<file path="config.mk">
export PLATFORM = sky130hd
export DESIGN_NAME = conv_seq_ctrl
export DESIGN_NICKNAME = d
export VERILOG_FILES = /design/src/rtl/conv_seq_pkg.sv /design/src/rtl/bn_packer.sv /design/src/rtl/conv_seq_ctrl.sv
export SDC_FILE = /design/constraint.sdc
export NUM_CORES = 1
export LEC_CHECK = 0
export CAP_MARGIN = 5
export CELL_PAD_IN_SITES_DETAIL_PLACEMENT = 0
export CELL_PAD_IN_SITES_GLOBAL_PLACEMENT = 1
export CORE_MARGIN = 3
export CORE_UTILIZATION = 40
export CTS_CLUSTER_DIAMETER = 200
export CTS_CLUSTER_SIZE = 28
export DETAILED_ROUTE_END_ITERATION = 8
export HOLD_SLACK_MARGIN = 0.05
export PLACE_DENSITY_LB_ADDON = 0.08
export SLEW_MARGIN = 10
export SYNTH_ARGS = -nofsm -noshare
export SYNTH_HDL_FRONTEND = slang
export SYNTH_SLANG_ARGS = --single-unit
</file>
<file path="constraint.sdc">
create_clock -name clk -period 9.05 [get_ports clk]
set_input_delay 0.905 -clock clk [delete_from_list [all_inputs] [get_ports clk]]
set_output_delay 0.905 -clock clk [all_outputs]
set_load 0.05 [all_outputs]
</file>
<file path="src/rtl/conv_seq_pkg.sv">
// rtl/conv_seq_pkg.sv - shared state type and constants for the convolution sequencer
package conv_seq_pkg;

    typedef enum logic [1:0] {
        IDLE,
        LOAD_W,
        STREAM,
        DRAIN
    } state_t;

    localparam int W_BASE_DEF = 4080;
    localparam int LANE_W     = 16;

endpackage

</file>
<file path="src/rtl/bn_packer.sv">
// rtl/bn_packer.sv - packs conv results into BN lanes, one-deep pending slot and BN handshake
module bn_packer
    import conv_seq_pkg::*;
#(
    parameter int BN_GROUP = 4
) (
    input  logic                       clk,
    input  logic                       rst,
    input  logic                       clr,
    input  logic [LANE_W-1:0]          lane_in,
    input  logic                       lane_valid,
    input  logic                       flush,
    input  logic                       bn_done,
    output logic [BN_GROUP*LANE_W-1:0] bn_input,
    output logic                       bn_start,
    output logic                       ovf,
    output logic                       idle
);

    localparam int GW = BN_GROUP * LANE_W;
    localparam int CW = $clog2(BN_GROUP + 1);
    localparam logic [CW-1:0] LAST = CW'(BN_GROUP - 1);
    localparam logic [CW-1:0] ONE  = CW'(1);

    logic [GW-1:0] acc;
    logic [GW-1:0] grp;
    logic [GW-1:0] pend;
    logic [CW-1:0] cnt;
    logic          pend_v;
    logic          eng_busy;
    logic          complete;
    logic          eng_free;

    // acc keeps unfilled lanes at zero, so a flushed partial group is zero-padded
    always_comb begin
        grp = acc;
        if (lane_valid) grp[LANE_W*int'(cnt) +: LANE_W] = lane_in;
        complete = (lane_valid && cnt == LAST) || (flush && (lane_valid || cnt != '0));
        eng_free = !eng_busy || bn_done;
    end

    assign idle = !eng_busy && !pend_v && cnt == '0;

    always_ff @(posedge clk) begin
        if (rst || clr) begin
            acc      <= '0;
            pend     <= '0;
            cnt      <= '0;
            pend_v   <= 1'b0;
            eng_busy <= 1'b0;
            bn_input <= '0;
            bn_start <= 1'b0;
            ovf      <= 1'b0;
        end else begin
            bn_start <= 1'b0;
            if (lane_valid) begin
                acc <= grp;
                cnt <= cnt + ONE;
            end
            if (complete) begin
                acc <= '0;
                cnt <= '0;
            end
            if (bn_done) eng_busy <= 1'b0;
            if (pend_v && eng_free) begin
                bn_input <= pend;
                bn_start <= 1'b1;
                eng_busy <= 1'b1;
                pend_v   <= complete;
                if (complete) pend <= grp;
            end else if (complete && eng_free) begin
                bn_input <= grp;
                bn_start <= 1'b1;
                eng_busy <= 1'b1;
            end else if (complete) begin
                if (pend_v) begin
                    ovf <= 1'b1;
                end else begin
                    pend   <= grp;
                    pend_v <= 1'b1;
                end
            end
        end
    end

endmodule

</file>
<file path="src/rtl/conv_seq_ctrl.sv">
// rtl/conv_seq_ctrl.sv - sequences weight load, ifmap streaming, ofmap writes and BN batching
module conv_seq_ctrl
    import conv_seq_pkg::*;
#(
    parameter int ADDR_W   = 13,
    parameter int TAPS     = 9,
    parameter int W_BASE   = W_BASE_DEF,
    parameter int BN_GROUP = 4
) (
    input  logic                       clk,
    input  logic                       rst,
    input  logic                       start,
    input  logic [ADDR_W-1:0]          ifmap_len,
    output logic                       busy,
    output logic                       done,
    output logic                       ovf,
    output logic                       rd_en,
    output logic [ADDR_W-1:0]          rd_addr,
    input  logic [31:0]                rd_data,
    output logic [TAPS*32-1:0]         weight,
    output logic [31:0]                conv_num,
    output logic                       conv_num_valid,
    input  logic                       conv_ready,
    input  logic [31:0]                dout,
    input  logic                       dout_valid,
    input  logic                       conv_done,
    output logic                       ofmap_we,
    output logic [ADDR_W-1:0]          ofmap_addr,
    output logic [31:0]                ofmap_wdata,
    output logic [BN_GROUP*LANE_W-1:0] bn_input,
    output logic                       bn_start,
    input  logic                       bn_done
);

    localparam int LW = $clog2(TAPS + 1);
    localparam logic [ADDR_W-1:0] ONE   = ADDR_W'(1);
    localparam logic [LW-1:0]     LONE  = LW'(1);
    localparam logic [LW-1:0]     LTAPS = LW'(TAPS);

    state_t            state;
    state_t            nxt;
    logic [ADDR_W-1:0] len_q;
    logic [ADDR_W-1:0] rd_cnt;
    logic [ADDR_W-1:0] xfer_cnt;
    logic [LW-1:0]     ld_cnt;
    logic              rd_pend;
    logic              cd_seen;
    logic              sk_v;
    logic [31:0]       sk_d;
    logic              accept;
    logic              xfer;
    logic              bn_idle;

    assign busy = (state != IDLE);

    always_comb begin
        nxt     = state;
        done    = 1'b0;
        rd_en   = 1'b0;
        rd_addr = '0;
        accept  = (state == IDLE) && start;
        xfer    = conv_num_valid && conv_ready;
        case (state)
            IDLE: if (start) nxt = LOAD_W;
            LOAD_W: begin
                rd_en   = ld_cnt < LTAPS;
                rd_addr = ADDR_W'(W_BASE) + ADDR_W'(ld_cnt);
                if (ld_cnt == LTAPS) nxt = (len_q == '0) ? DRAIN : STREAM;
            end
            STREAM: begin
                // never issue a read the skid could not absorb
                rd_en   = (rd_cnt < len_q) && conv_ready && !sk_v;
                rd_addr = rd_cnt;
                if (xfer && xfer_cnt == len_q - ONE) nxt = DRAIN;
            end
            DRAIN: begin
                if (cd_seen && bn_idle) begin
                    nxt  = IDLE;
                    done = 1'b1;
                end
            end
            default: nxt = IDLE;
        endcase
    end

    always_ff @(posedge clk) begin
        if (rst) begin
            state          <= IDLE;
            len_q          <= '0;
            rd_cnt         <= '0;
            xfer_cnt       <= '0;
            ld_cnt         <= '0;
            rd_pend        <= 1'b0;
            cd_seen        <= 1'b0;
            sk_v           <= 1'b0;
            sk_d           <= '0;
            conv_num       <= '0;
            conv_num_valid <= 1'b0;
            weight         <= '0;
            ofmap_we       <= 1'b0;
            ofmap_addr     <= '0;
            ofmap_wdata    <= '0;
        end else begin
            state       <= nxt;
            rd_pend     <= rd_en && (state == STREAM);
            ofmap_we    <= dout_valid;
            ofmap_wdata <= dout;
            if (ofmap_we) ofmap_addr <= ofmap_addr + ONE;
            if (busy && conv_done) cd_seen <= 1'b1;
            if (state == LOAD_W) begin
                ld_cnt <= ld_cnt + LONE;
                if (ld_cnt != '0) weight[32*(int'(ld_cnt)-1) +: 32] <= rd_data;
            end
            if (state == STREAM && rd_en) rd_cnt <= rd_cnt + ONE;
            if (xfer) begin
                conv_num_valid <= 1'b0;
                xfer_cnt       <= xfer_cnt + ONE;
            end
            // skid word is older than any returning read, so it drains first
            if (sk_v && (xfer || !conv_num_valid)) begin
                conv_num       <= sk_d;
                conv_num_valid <= 1'b1;
                sk_v           <= 1'b0;
            end else if (rd_pend) begin
                if (xfer || !conv_num_valid) begin
                    conv_num       <= rd_data;
                    conv_num_valid <= 1'b1;
                end else begin
                    sk_d <= rd_data;
                    sk_v <= 1'b1;
                end
            end
            if (accept) begin
                len_q      <= ifmap_len;
                ld_cnt     <= '0;
                rd_cnt     <= '0;
                xfer_cnt   <= '0;
                cd_seen    <= 1'b0;
                ofmap_addr <= '0;
            end
        end
    end

    bn_packer #(
        .BN_GROUP(BN_GROUP)
    ) u_bn_packer (
        .clk       (clk),
        .rst       (rst),
        .clr       (accept),
        .lane_in   (dout[LANE_W-1:0]),
        .lane_valid(dout_valid),
        .flush     (conv_done),
        .bn_done   (bn_done),
        .bn_input  (bn_input),
        .bn_start  (bn_start),
        .ovf       (ovf),
        .idle      (bn_idle)
    );

endmodule

</file>
==> impl_metrics.xml <==
<?xml version="1.0" encoding="UTF-8"?>
<metrics>
  <group name="clocking">
    <metric name="clock_tree.htree_level_count" unit="">1</metric>
    <metric name="cts-root-to-sink-buffers" unit="">3</metric>
    <metric name="cts-hold-fix-buffers" unit="">0</metric>
    <metric name="clk_transition_reported_paths" unit="ns">0.11</metric>
    <metric name="post_cts.repair.setup_buffers" unit="">0</metric>
    <metric name="cts.repair.resized" unit="">0</metric>
    <metric name="numClockSinks" unit="">646</metric>
    <metric name="tritoncts" unit="">done</metric>
    <metric name="root_buffer" unit="">clkbuf_16</metric>
    <metric name="insertion_delay" unit="ns">0.63</metric>
    <metric name="cts_inserted_buffers" unit="">27</metric>
  </group>
  <group name="final_layout">
    <metric name="post_route_cell_area" unit="µm²">31400</metric>
    <metric name="antenna-diode-count" unit="">0</metric>
    <metric name="design.final.nets" unit="">3507</metric>
    <metric name="fillCellCount" unit="">5785</metric>
    <metric name="syn2layout_area_growth" unit="%">25.8</metric>
    <metric name="drive_gt1_frac" unit="">0.0265</metric>
  </group>
  <group name="setup_path">
    <metric name="crit_path_cell_trace" unit="">inv_1 &gt; ha_1 &gt; nand4b_1 &gt; inv_1 &gt; ha_1 &gt; nor2b_1 &gt; nand4_1 &gt; or3_1 &gt; or4_1 &gt; nand2_1 &gt; a21oi_1</metric>
    <metric name="critPathSlowestCell" unit="">or4_1</metric>
    <metric name="timing_worst_setup_path_type" unit="">reg2reg</metric>
    <metric name="worstPathBufferInverterCount" unit="">2</metric>
    <metric name="cell_family_contributing_the_most_delay_on_the_critical_path" unit="">simple AND/OR/NAND/NOR gates</metric>
    <metric name="cp.required" unit="ns">9.49</metric>
    <metric name="critPathMaxFanout" unit="">32</metric>
    <metric name="cp-end-kind" unit="">register</metric>
    <metric name="cpPeakStageDelay" unit="ns">0.99</metric>
    <metric name="startpoint_type" unit="">register</metric>
    <metric name="worst-endpoint-arrival" unit="ns">5.40</metric>
  </group>
  <group name="grt">
    <metric name="grt_antenna_before_repair" unit="">2</metric>
    <metric name="grt_first_pass_wirelength" unit="mm">132</metric>
    <metric name="grt_max_degree" unit="">201</metric>
    <metric name="grt_pass1_vias" unit="">21100</metric>
    <metric name="global_route.overflow_total" unit="">0</metric>
    <metric name="groute.usage.overall" unit="">0.254</metric>
  </group>
  <group name="drt">
    <metric name="avgRoutedWirePerCell" unit="µm">20.7</metric>
    <metric name="viasPerCell" unit="">5.28</metric>
    <metric name="detail_route.iter0.violations" unit="">1257</metric>
    <metric name="drc" unit="">0</metric>
    <metric name="wirelength" unit="mm">87.2</metric>
    <metric name="route.antenna.remaining_nets" unit="">0</metric>
    <metric name="drt_pass1_iterations" unit="">5</metric>
    <metric name="detailroute.via_count" unit="">22300</metric>
  </group>
  <group name="yosys">
    <metric name="post_synth_xor_area_fraction" unit="">0.0168</metric>
    <metric name="synth_compound_area_frac" unit="">0.140</metric>
    <metric name="netlist_area" unit="µm²">25000</metric>
    <metric name="synthDominantAreaCellType" unit="">dfxtp_1</metric>
    <metric name="yosysUniqueCellTypes" unit="">66</metric>
    <metric name="synth.top_cell.area_share" unit="">0.518</metric>
    <metric name="number_of_synthesized_register_bits" unit="">646</metric>
    <metric name="synth_sequential_area_ratio" unit="">0.518</metric>
    <metric name="largest_family_of_logic_cells_by_synthesized_area" unit="">simple AND/OR/NAND/NOR gates</metric>
    <metric name="post_synth_fa_ha_maj_area_fraction" unit="">0.0169</metric>
    <metric name="yosysWarnings" unit="">0</metric>
    <metric name="synthSimpleGateAreaFrac" unit="">0.236</metric>
    <metric name="postSynthCellCount" unit="">3043</metric>
    <metric name="synth_ff_type" unit="">dfxtp_1</metric>
    <metric name="async_reset_ff_frac" unit="">0</metric>
    <metric name="yosys-mux-area-fraction" unit="">0.0280</metric>
    <metric name="yosys.cell_count.top_type" unit="">nand2_1</metric>
    <metric name="number_of_flops_mapped_to_enable_cells_by_yosys" unit="">0</metric>
    <metric name="netlist_top_cells_area" unit="">dfxtp_1 52%, nand2_1 10%, a21oi_1 7.2%, nor2_1 6.3%, clkbuf_1 3.3%</metric>
    <metric name="post_synth.cell_area_avg" unit="µm²">8.21</metric>
    <metric name="synth.net_count" unit="">3160</metric>
    <metric name="post_synth_most_frequent_cells" unit="">674 x nand2_1, 646 x dfxtp_1, 420 x nor2_1, 361 x a21oi_1, 218 x clkbuf_1</metric>
  </group>
  <group name="sta">
    <metric name="finalWorstPathRequiredPeriod" unit="ns">4.96</metric>
    <metric name="setup_viol_count_final" unit="">0</metric>
    <metric name="max_freq" unit="MHz">202</metric>
    <metric name="slew_headroom" unit="">0.150</metric>
    <metric name="period_share" unit="">0.548</metric>
    <metric name="fin_tns_setup" unit="ns">0</metric>
    <metric name="worst-slew-pin-transition" unit="ns">1.27</metric>
    <metric name="report.final.hold_viol_count" unit="">0</metric>
    <metric name="fin_skew" unit="ns">0.0372</metric>
    <metric name="rsz_0062_raised_after_global_routing" unit="">no</metric>
    <metric name="final_max_slew_viol_count" unit="">0</metric>
  </group>
  <group name="pwr">
    <metric name="powerDensity" unit="nW/µm²">171</metric>
    <metric name="ir_worst_vdd" unit="µV">136</metric>
    <metric name="p_leak" unit="µW">0.0103</metric>
  </group>
  <group name="placement">
    <metric name="placed_cell_area" unit="µm²">30700</metric>
    <metric name="globalplace.congestion" unit="">0.905</metric>
    <metric name="port_buffers" unit="">532</metric>
    <metric name="dp.final_hpwl" unit="mm">60.6</metric>
  </group>
  <group name="run">
    <metric name="drv.max_cap_violation_count" unit="">0</metric>
  </group>
  <group name="status">
    <metric name="run_status" unit="">finished, final reports clean</metric>
  </group>
  <group name="floorplanning">
    <metric name="io_pins" unit="">533</metric>
    <metric name="design.core.area" unit="µm²">61000</metric>
    <metric name="die_x" unit="µm">256</metric>
    <metric name="fp.dieH" unit="µm">256</metric>
    <metric name="placementRows" unit="">90</metric>
    <metric name="die-area" unit="µm²">65500</metric>
    <metric name="initial_utilization" unit="">0.409</metric>
  </group>
  <group name="min_path">
    <metric name="holdCritPathClass" unit="">reg2reg</metric>
  </group>
</metrics>
## cells by family (layout without fill, tap and decap cells)
logic type,after synthesis,count (layout)
simple gates,1389,1389
buf+inv,285,632
fa+ha+maj,34,34
xor+xnor,47,47
mux,70,70
compound gates,572,572
flops,646,646
## power breakdown
part	internal, µW	switching, µW	leakage [µW]
logic	303	682	0.00470
registers	2890	53.3	0.00521
clock network	546	903	0.000349
## layer usage
| metal | routed length, µm | GRT usage | up-vias | share of wire |
|---|---|---|---|---|
| met1 | 36900 | 0.322 | 10700 | 0.42 |
| met5 | 30 | 0 | - | 0.00034 |
| li1 | - | - | 10800 | - |
| met3 | 5230 | 0.0521 | 127 | 0.060 |
| met2 | 41900 | 0.434 | 571 | 0.48 |
| met4 | 3140 | 0.0786 | 4 | 0.036 |
## stage by stage
step | utilization | hold slack [ns] | setup WS [ns] | power, µW | std cells
floorplan | - | 0.437 | 5.21 | 3650 | 3043
global placement | 0.503 | 0.439 | 4.46 | 3980 | 4189
detailed placement | 0.503 | 0.444 | 4.23 | 4000 | 4189
CTS | 0.515 | 0.458 | 4.13 | 5430 | 4218
global route | 0.515 | 0.474 | 3.75 | 5600 | 4218
finish | 0.515 | 0.456 | 4.09 | 5380 | 4218
## placed cells by master, fill, tap and decap left out, types with 13 or more instances in the layout
cell type / count
a21oi_1: 361
nor2_1: 410
inv_1: 35
nand3_1: 111
nand2b_1: 19
a221oi_1: 65
buf_4: 35
and2_1: 13
nand4_1: 18
xor2_1: 30
ha_1: 33
nand2_1: 671
a211oi_1: 67
or3_1: 14
a311oi_1: 32
o21ai_0: 14
clkdlybuf4s50_1: 531
mux2i_1: 70
clkbuf_16: 27
dfxtp_1: 646
xnor2_1: 16
nor2b_1: 51
## flip-flops by register name, indices dropped and copies added (netlist names)
name                  flops
cd_seen                   1
conv_num                 32
conv_num_valid            1
ld_cnt                    4
len_q                    13
ofmap_addr               13
ofmap_wdata              32
ofmap_we                  1
rd_cnt                   13
rd_pend                   1
sk_d                     32
sk_v                      1
state                     2
u_bn_packer.acc          64
u_bn_packer.bn_input     64
u_bn_packer.bn_start      1
u_bn_packer.cnt           3
u_bn_packer.eng_busy      1
u_bn_packer.ovf           1
u_bn_packer.pend         64
u_bn_packer.pend_v        1
weight                  288
xfer_cnt                 13
## layout make-up
type	count	area (µm²)	share of cell area
flip-flops and latches	646	12900	0.411
multi-input cells	2112	11000	0.350
repair buffers	568	5610	0.179
inverters	35	131	0.00418
well taps	828	1040	0.0330
clock inverters	2	38.8	0.00123
clock buffers	27	676	0.0215
## final timing paths
| path | slack, ns | start | end | cells after the start |
|---|---|---|---|---|
| worst max-delay path | 4.09 | ld_cnt[0] | weight[105] | 11 |
| worst min-delay path | 0.46 | weight[222] | weight[222] | 2 |
| worst max register to register | 4.09 | ld_cnt[0] | weight[105] | 11 |
| worst min register to register | 0.46 | weight[222] | weight[222] | 2 |
## tightest hold or removal path, cell delays in order, from the launching register on
cell	delay, ns
dfxtp_1	0.33
nand2_1	0.05
a21oi_1	0.05
No activity file was read; power rests on OpenSTA's default activity.
